<file path="config.mk">
export PLATFORM = sky130hd
export DESIGN_NAME = axil_master_port
export DESIGN_NICKNAME = d
export VERILOG_FILES = /design/src/rtl/axil_master_port.sv
export SDC_FILE = /design/constraint.sdc
export NUM_CORES = 1
export LEC_CHECK = 0
export BUFFER_PORTS_ARGS = -buffer_cell sky130_fd_sc_hd__buf_2
export CAP_MARGIN = 10
export CORE_UTILIZATION = 29
export CTS_CLUSTER_DIAMETER = 120
export DETAILED_ROUTE_END_ITERATION = 6
export PLACE_DENSITY_LB_ADDON = 0.3
export SETUP_SLACK_MARGIN = 0.15
export SKIP_LAST_GASP = 1
export SYNTH_ARGS = -nofsm -noshare
export SYNTH_HDL_FRONTEND = slang
export SYNTH_SLANG_ARGS = --single-unit
</file>
<file path="constraint.sdc">
create_clock -name aclk -period 5.7 [get_ports aclk]
set_input_delay 1.71 -clock aclk [delete_from_list [all_inputs] [get_ports aclk]]
set_output_delay 1.71 -clock aclk [all_outputs]
set_load 0.01 [all_outputs]
</file>
<file path="src/rtl/axil_master_port.sv">
// axil_master_port: AXI4-Lite initiator fed by a request FIFO, one outstanding
// single-beat transaction at a time, completions returned on a response stream.
module axil_master_port #(
    parameter int ADDR_WIDTH = 32,
    parameter int DATA_WIDTH = 32,
    parameter int STRB_WIDTH = DATA_WIDTH / 8,
    parameter int FIFO_AW    = 2
) (
    input  logic                  aclk,
    input  logic                  resetn,
    input  logic                  req_valid,
    output logic                  req_ready,
    input  logic                  req_write,
    input  logic [ADDR_WIDTH-1:0] req_addr,
    input  logic [DATA_WIDTH-1:0] req_wdata,
    input  logic [STRB_WIDTH-1:0] req_wstrb,
    output logic                  rsp_valid,
    input  logic                  rsp_ready,
    output logic                  rsp_write,
    output logic [DATA_WIDTH-1:0] rsp_rdata,
    output logic [1:0]            rsp_resp,
    output logic                  busy,
    output logic [FIFO_AW:0]      fifo_count,
    output logic [ADDR_WIDTH-1:0] m_axil_awaddr,
    output logic [2:0]            m_axil_awprot,
    output logic                  m_axil_awvalid,
    input  logic                  m_axil_awready,
    output logic [DATA_WIDTH-1:0] m_axil_wdata,
    output logic [STRB_WIDTH-1:0] m_axil_wstrb,
    output logic                  m_axil_wvalid,
    input  logic                  m_axil_wready,
    input  logic [1:0]            m_axil_bresp,
    input  logic                  m_axil_bvalid,
    output logic                  m_axil_bready,
    output logic [ADDR_WIDTH-1:0] m_axil_araddr,
    output logic [2:0]            m_axil_arprot,
    output logic                  m_axil_arvalid,
    input  logic                  m_axil_arready,
    input  logic [DATA_WIDTH-1:0] m_axil_rdata,
    input  logic [1:0]            m_axil_rresp,
    input  logic                  m_axil_rvalid,
    output logic                  m_axil_rready
);
    localparam int DEPTH = 1 << FIFO_AW;
    localparam int EW    = 1 + ADDR_WIDTH + DATA_WIDTH + STRB_WIDTH;

    typedef enum logic [2:0] {IDLE, WR_ADDR_DATA, WR_RESP, RD_ADDR, RD_DATA, RESPOND} state_t;
    state_t state, state_n;

    logic [EW-1:0]         mem [DEPTH];
    logic [FIFO_AW-1:0]    wr_ptr, rd_ptr;
    logic                  push, pop, empty;
    logic                  head_write;
    logic [ADDR_WIDTH-1:0] head_addr, addr_q, addr_n;
    logic [DATA_WIDTH-1:0] head_wdata, wdata_n, rsp_rdata_n;
    logic [STRB_WIDTH-1:0] head_wstrb, wstrb_n;
    logic                  awvalid_n, wvalid_n, arvalid_n, bready_n, rready_n;
    logic                  rsp_valid_n, rsp_write_n;
    logic [1:0]            rsp_resp_n;

    // the MSB of the occupancy count is set only when all DEPTH entries are used
    assign req_ready = resetn && !fifo_count[FIFO_AW];
    assign empty     = fifo_count == '0;
    assign push      = req_valid && req_ready;
    assign busy      = state != IDLE || !empty;
    assign {head_write, head_addr, head_wdata, head_wstrb} = mem[rd_ptr];
    assign m_axil_awaddr = addr_q;
    assign m_axil_araddr = addr_q;
    assign m_axil_awprot = 3'b000;
    assign m_axil_arprot = 3'b000;

    always_ff @(posedge aclk) begin
        if (!resetn) begin
            wr_ptr     <= '0;
            rd_ptr     <= '0;
            fifo_count <= '0;
        end else begin
            if (push) begin
                mem[wr_ptr] <= {req_write, req_addr, req_wdata, req_wstrb};
                wr_ptr      <= wr_ptr + 1'b1;
            end
            if (pop) rd_ptr <= rd_ptr + 1'b1;
            fifo_count <= fifo_count + (FIFO_AW+1)'(push) - (FIFO_AW+1)'(pop);
        end
    end

    always_ff @(posedge aclk) begin
        if (!resetn) begin
            state          <= IDLE;
            m_axil_awvalid <= 1'b0;
            m_axil_wvalid  <= 1'b0;
            m_axil_arvalid <= 1'b0;
            m_axil_bready  <= 1'b0;
            m_axil_rready  <= 1'b0;
            rsp_valid      <= 1'b0;
            rsp_write      <= 1'b0;
            rsp_rdata      <= '0;
            rsp_resp       <= 2'b00;
        end else begin
            state          <= state_n;
            m_axil_awvalid <= awvalid_n;
            m_axil_wvalid  <= wvalid_n;
            m_axil_arvalid <= arvalid_n;
            m_axil_bready  <= bready_n;
            m_axil_rready  <= rready_n;
            rsp_valid      <= rsp_valid_n;
            rsp_write      <= rsp_write_n;
            rsp_rdata      <= rsp_rdata_n;
            rsp_resp       <= rsp_resp_n;
        end
    end

    always_ff @(posedge aclk) begin
        addr_q       <= addr_n;
        m_axil_wdata <= wdata_n;
        m_axil_wstrb <= wstrb_n;
    end

    always_comb begin
        state_n     = state;
        pop         = 1'b0;
        addr_n      = addr_q;
        wdata_n     = m_axil_wdata;
        wstrb_n     = m_axil_wstrb;
        awvalid_n   = m_axil_awvalid;
        wvalid_n    = m_axil_wvalid;
        arvalid_n   = m_axil_arvalid;
        bready_n    = m_axil_bready;
        rready_n    = m_axil_rready;
        rsp_valid_n = rsp_valid;
        rsp_write_n = rsp_write;
        rsp_rdata_n = rsp_rdata;
        rsp_resp_n  = rsp_resp;
        case (state)
            IDLE: if (!empty) begin
                pop       = 1'b1;
                addr_n    = head_addr;
                wdata_n   = head_wdata;
                wstrb_n   = head_wstrb;
                awvalid_n = head_write;
                wvalid_n  = head_write;
                arvalid_n = !head_write;
                state_n   = head_write ? WR_ADDR_DATA : RD_ADDR;
            end
            // AW and W retire independently; move on once neither is pending
            WR_ADDR_DATA: begin
                awvalid_n = m_axil_awvalid && !m_axil_awready;
                wvalid_n  = m_axil_wvalid && !m_axil_wready;
                if (!awvalid_n && !wvalid_n) begin
                    bready_n = 1'b1;
                    state_n  = WR_RESP;
                end
            end
            WR_RESP: if (m_axil_bvalid) begin
                bready_n    = 1'b0;
                rsp_valid_n = 1'b1;
                rsp_write_n = 1'b1;
                rsp_rdata_n = '0;
                rsp_resp_n  = m_axil_bresp;
                state_n     = RESPOND;
            end
            RD_ADDR: if (m_axil_arready) begin
                arvalid_n = 1'b0;
                rready_n  = 1'b1;
                state_n   = RD_DATA;
            end
            RD_DATA: if (m_axil_rvalid) begin
                rready_n    = 1'b0;
                rsp_valid_n = 1'b1;
                rsp_write_n = 1'b0;
                rsp_rdata_n = m_axil_rdata;
                rsp_resp_n  = m_axil_rresp;
                state_n     = RESPOND;
            end
            RESPOND: if (rsp_ready) begin
                rsp_valid_n = 1'b0;
                state_n     = IDLE;
            end
            default: state_n = IDLE;
        endcase
    end
endmodule

</file>
==> out/metrics.cfg <==
[pwr]
power_density_nw_per_um2=459
peakVddDrop_uv=237
p_leak_uw=0.00608

[global_routing]
antenna_found_initial=7
grt_usage=0.121
grt_pass1_vias=7307
grt.overflow.total=0
grt_pass1_wl_um=45700
grt_start_max_net_pins=63

[route]
wl_um=31200
vias_per_cell=4.35
wire_per_inst_um=18.6
drc_errors=0
drt-pass1-iter-count=4
ant_nets=0
num_vias=7296
first_iter_violations=294

[clock_tree]
clk_pin_slew_ns=0.06
cts_made_buffers=42
cts_max_level=2
postCtsHoldBufs=0
postCtsSetupRepairBufs=0
ctsLongestPathBuffers=3
cts-root-buf=clkbuf_16
cts.sinks=397
clock_latency_ns=0.56
cts_resized=0
cts_tree=built

[critical_path]
crit_top_cell=buf_2
critPathMaxStageDelay_ns=0.43
critPathKind=in2out
worstPathRequired_ns=3.99
cp-start-kind=input pin
critical_path.top_delay_family=buffers and inverters
rrSetupSlack_ns=2.80
cp.arrival_ns=2.58
worstRegToRegCells=9
path_cells=buf_2 > nor2b_1 > buf_2
worstPathMaxFanout=13
cpMaxStageDelayCell=nor2b_1
cp-end-kind=primary output
reg2reg_from=state[0]
crit_buf_inv=2
r2r_end=fifo_count[2]

[timing]
slew_headroom=0.257
fmax_ghz=0.233
final.setup.worst_slack_ns=1.41
slew_violations=0
worst_pin_slew_ns=1.11
timing.setup.tns_ns=0
setup_viol=0
rsz0062_at_grt=false
hold_violations=0
finalClockSkew_ns=0.0172
period_minus_slack_ns=4.29
period_share=0.752

[die]
chipHeight_um=226
io-pin-count=266
fp.dieW_um=226
initial_core_util=0.296
die_area_sq_um=51200
coreArea_sq_um=49300
fp-row-count=81

[status]
status=complete, no violations

[layout]
final_cells=1678
nets=1105
drive_above_1_share=0.405
syn_to_final_growth_pct=21.5

[logic_synthesis]
seq_area_frac_synth=0.780
avgSynthCellArea_sq_um=19.8
syn_inst=737
ys_types=43
syn_area_sq_um=14600
synth_seq_cells=397
synth-warning-count=0

[hold_path]
hp-class=reg2reg
holdPathStages=2
holdPathEnd=m_axil_rready
min_from=m_axil_rready

[placement]
pre_cts_slack_ns=1.41
portBuffers=259
hpwlAfterDp_um=18400
dp_cells=1604
gp_congestion=0.716

[run]
max_cap_violations=0

cells in the final DEF (no fill, tap or decap), types with 4 or more instances in the layout:
master	n
mux4_2	69
inv_1	7
clkbuf_16	44
xnor2_1	4
edfxtp_1	344
conb_1	6
nor2b_1	5
nor2_1	12
buf_4	12
nand2b_1	34
nand2_1	9
buf_2	259
and3_4	4
o21ai_0	5
clkinv_2	4
dfxtp_1	51
nand3_1	35
clkinv_1	11
a21oi_1	38
clkbuf_1	7
ha_1	6
registers in the layout, summed over array words and instances, names as in the netlist, 2 cells and up, named ones only:
name,count
rd_ptr,2
fifo_count,3
rsp_rdata,32
mem,276
m_axil_wstrb,4
m_axil_wdata,32
wr_ptr,2
m_axil_araddr,32
state,3
rsp_resp,2
how the worst max path moves through the flow:
stage	slack, ns	cells past startpoint	endpoint	from
floorplan	1.50	2	mem[1][0]	resetn
global placement	1.45	3	req_ready	resetn
detailed placement	1.41	3	req_ready	resetn
CTS	1.41	3	req_ready	resetn
global route	1.37	3	req_ready	resetn
finish	1.41	3	req_ready	resetn
through the flow:
step           hold WS, ns   util  power, uW  cell area (sq um)
4_1_cts              0.455  0.360       8320              17700
2_1_floorplan        0.481      -       5040              14600
3_3_place_gp         0.449  0.333       5630              16400
5_1_grt              0.474  0.360       8550              17700
6_report             0.450  0.360       8140              17700
3_5_place_dp         0.447  0.333       5640              16400
area by class of cell:
cell class,instances,area (sq um)
Sequential cell,397,11400
Clock inverter,22,186
Timing Repair Buffer,271,1390
Multi-Input combinational cell,264,2780
Fill cell,4652,31500
Inverter,8,30.0
Clock buffer,51,1130
Antenna cell,1,2.50
Tap cell,664,831
cell families after synthesis:
logic type | Yosys count | share of synthesized area
mux | 73 | 0.109
fa+ha+maj | 7 | 0.00651
flops | 397 | 0.780
other cells | 1 | 0.000257
buf+inv | 81 | 0.0327
xor+xnor | 5 | 0.00300
compound gates | 57 | 0.0228
simple gates | 116 | 0.0452
per-layer routing:
layer	up-vias	share of wire	routed length, um	track usage
met4	12	0.023	715	0.0381
met3	61	0.056	1750	0.0356
met2	189	0.48	14900	0.200
li1	3361	-	-	-
met1	3673	0.44	13700	0.153
met5	-	0.0029	90	0
report_power, final:
| group | switching, uW | total [uW] | leakage, uW | internal (uW) |
|---|---|---|---|---|
| Clock | 1080 | 2620 | 0.000643 | 1540 |
| Combinational | 890 | 1580 | 0.00186 | 690 |
| Sequential | 261 | 3930 | 0.00357 | 3670 |
synthesized netlist by cell type:
master,count,share of area
edfxtp_1,344,0.71
mux4_2,69,0.11
dfxtp_1,53,0.073
buf_4,41,0.021
a21oi_1,38,0.013
nand3_1,35,0.012
nand2b_1,34,0.015
buf_2,16,0.0055
clkbuf_1,14,0.0036
nor2_1,12,0.0031
nand2_1,9,0.0023
inv_1,7,0.0018
ha_1,6,0.0051
and3_1,5,0.0021
nor2b_1,5,0.0021
o21ai_0,5,0.0017
and2_1,4,0.0017
xnor2_1,4,0.0024
a211oi_1,3,0.0015
mux2i_1,3,0.0021
nand3b_1,3,0.0015
nor3_1,3,0.0010
a31o_2,2,0.0012
buf_1,2,0.00051
o21a_1,2,0.0010
a211oi_2,1,0.00086
a21boi_0,1,0.00051
a21oi_2,1,0.00060
a41o_1,1,0.00069
and4_1,1,0.00060
conb_1,1,0.00026
fa_1,1,0.0014
inv_2,1,0.00026
mux2_2,1,0.00077
nand4b_1,1,0.00060
nor3b_4,1,0.0013
nor4b_2,1,0.0010
nor4bb_1,1,0.00069
o2111ai_1,1,0.00060
o211ai_1,1,0.00051
o31ai_1,1,0.00051
or3_1,1,0.00043
xor2_1,1,0.00060
worst min-delay path, stage by stage (launching register included):
cell	delay [ns]
dfxtp_1	0.30
nand2_1	0.05
a21oi_1	0.05
No activity file was read; power rests on OpenSTA's default activity.
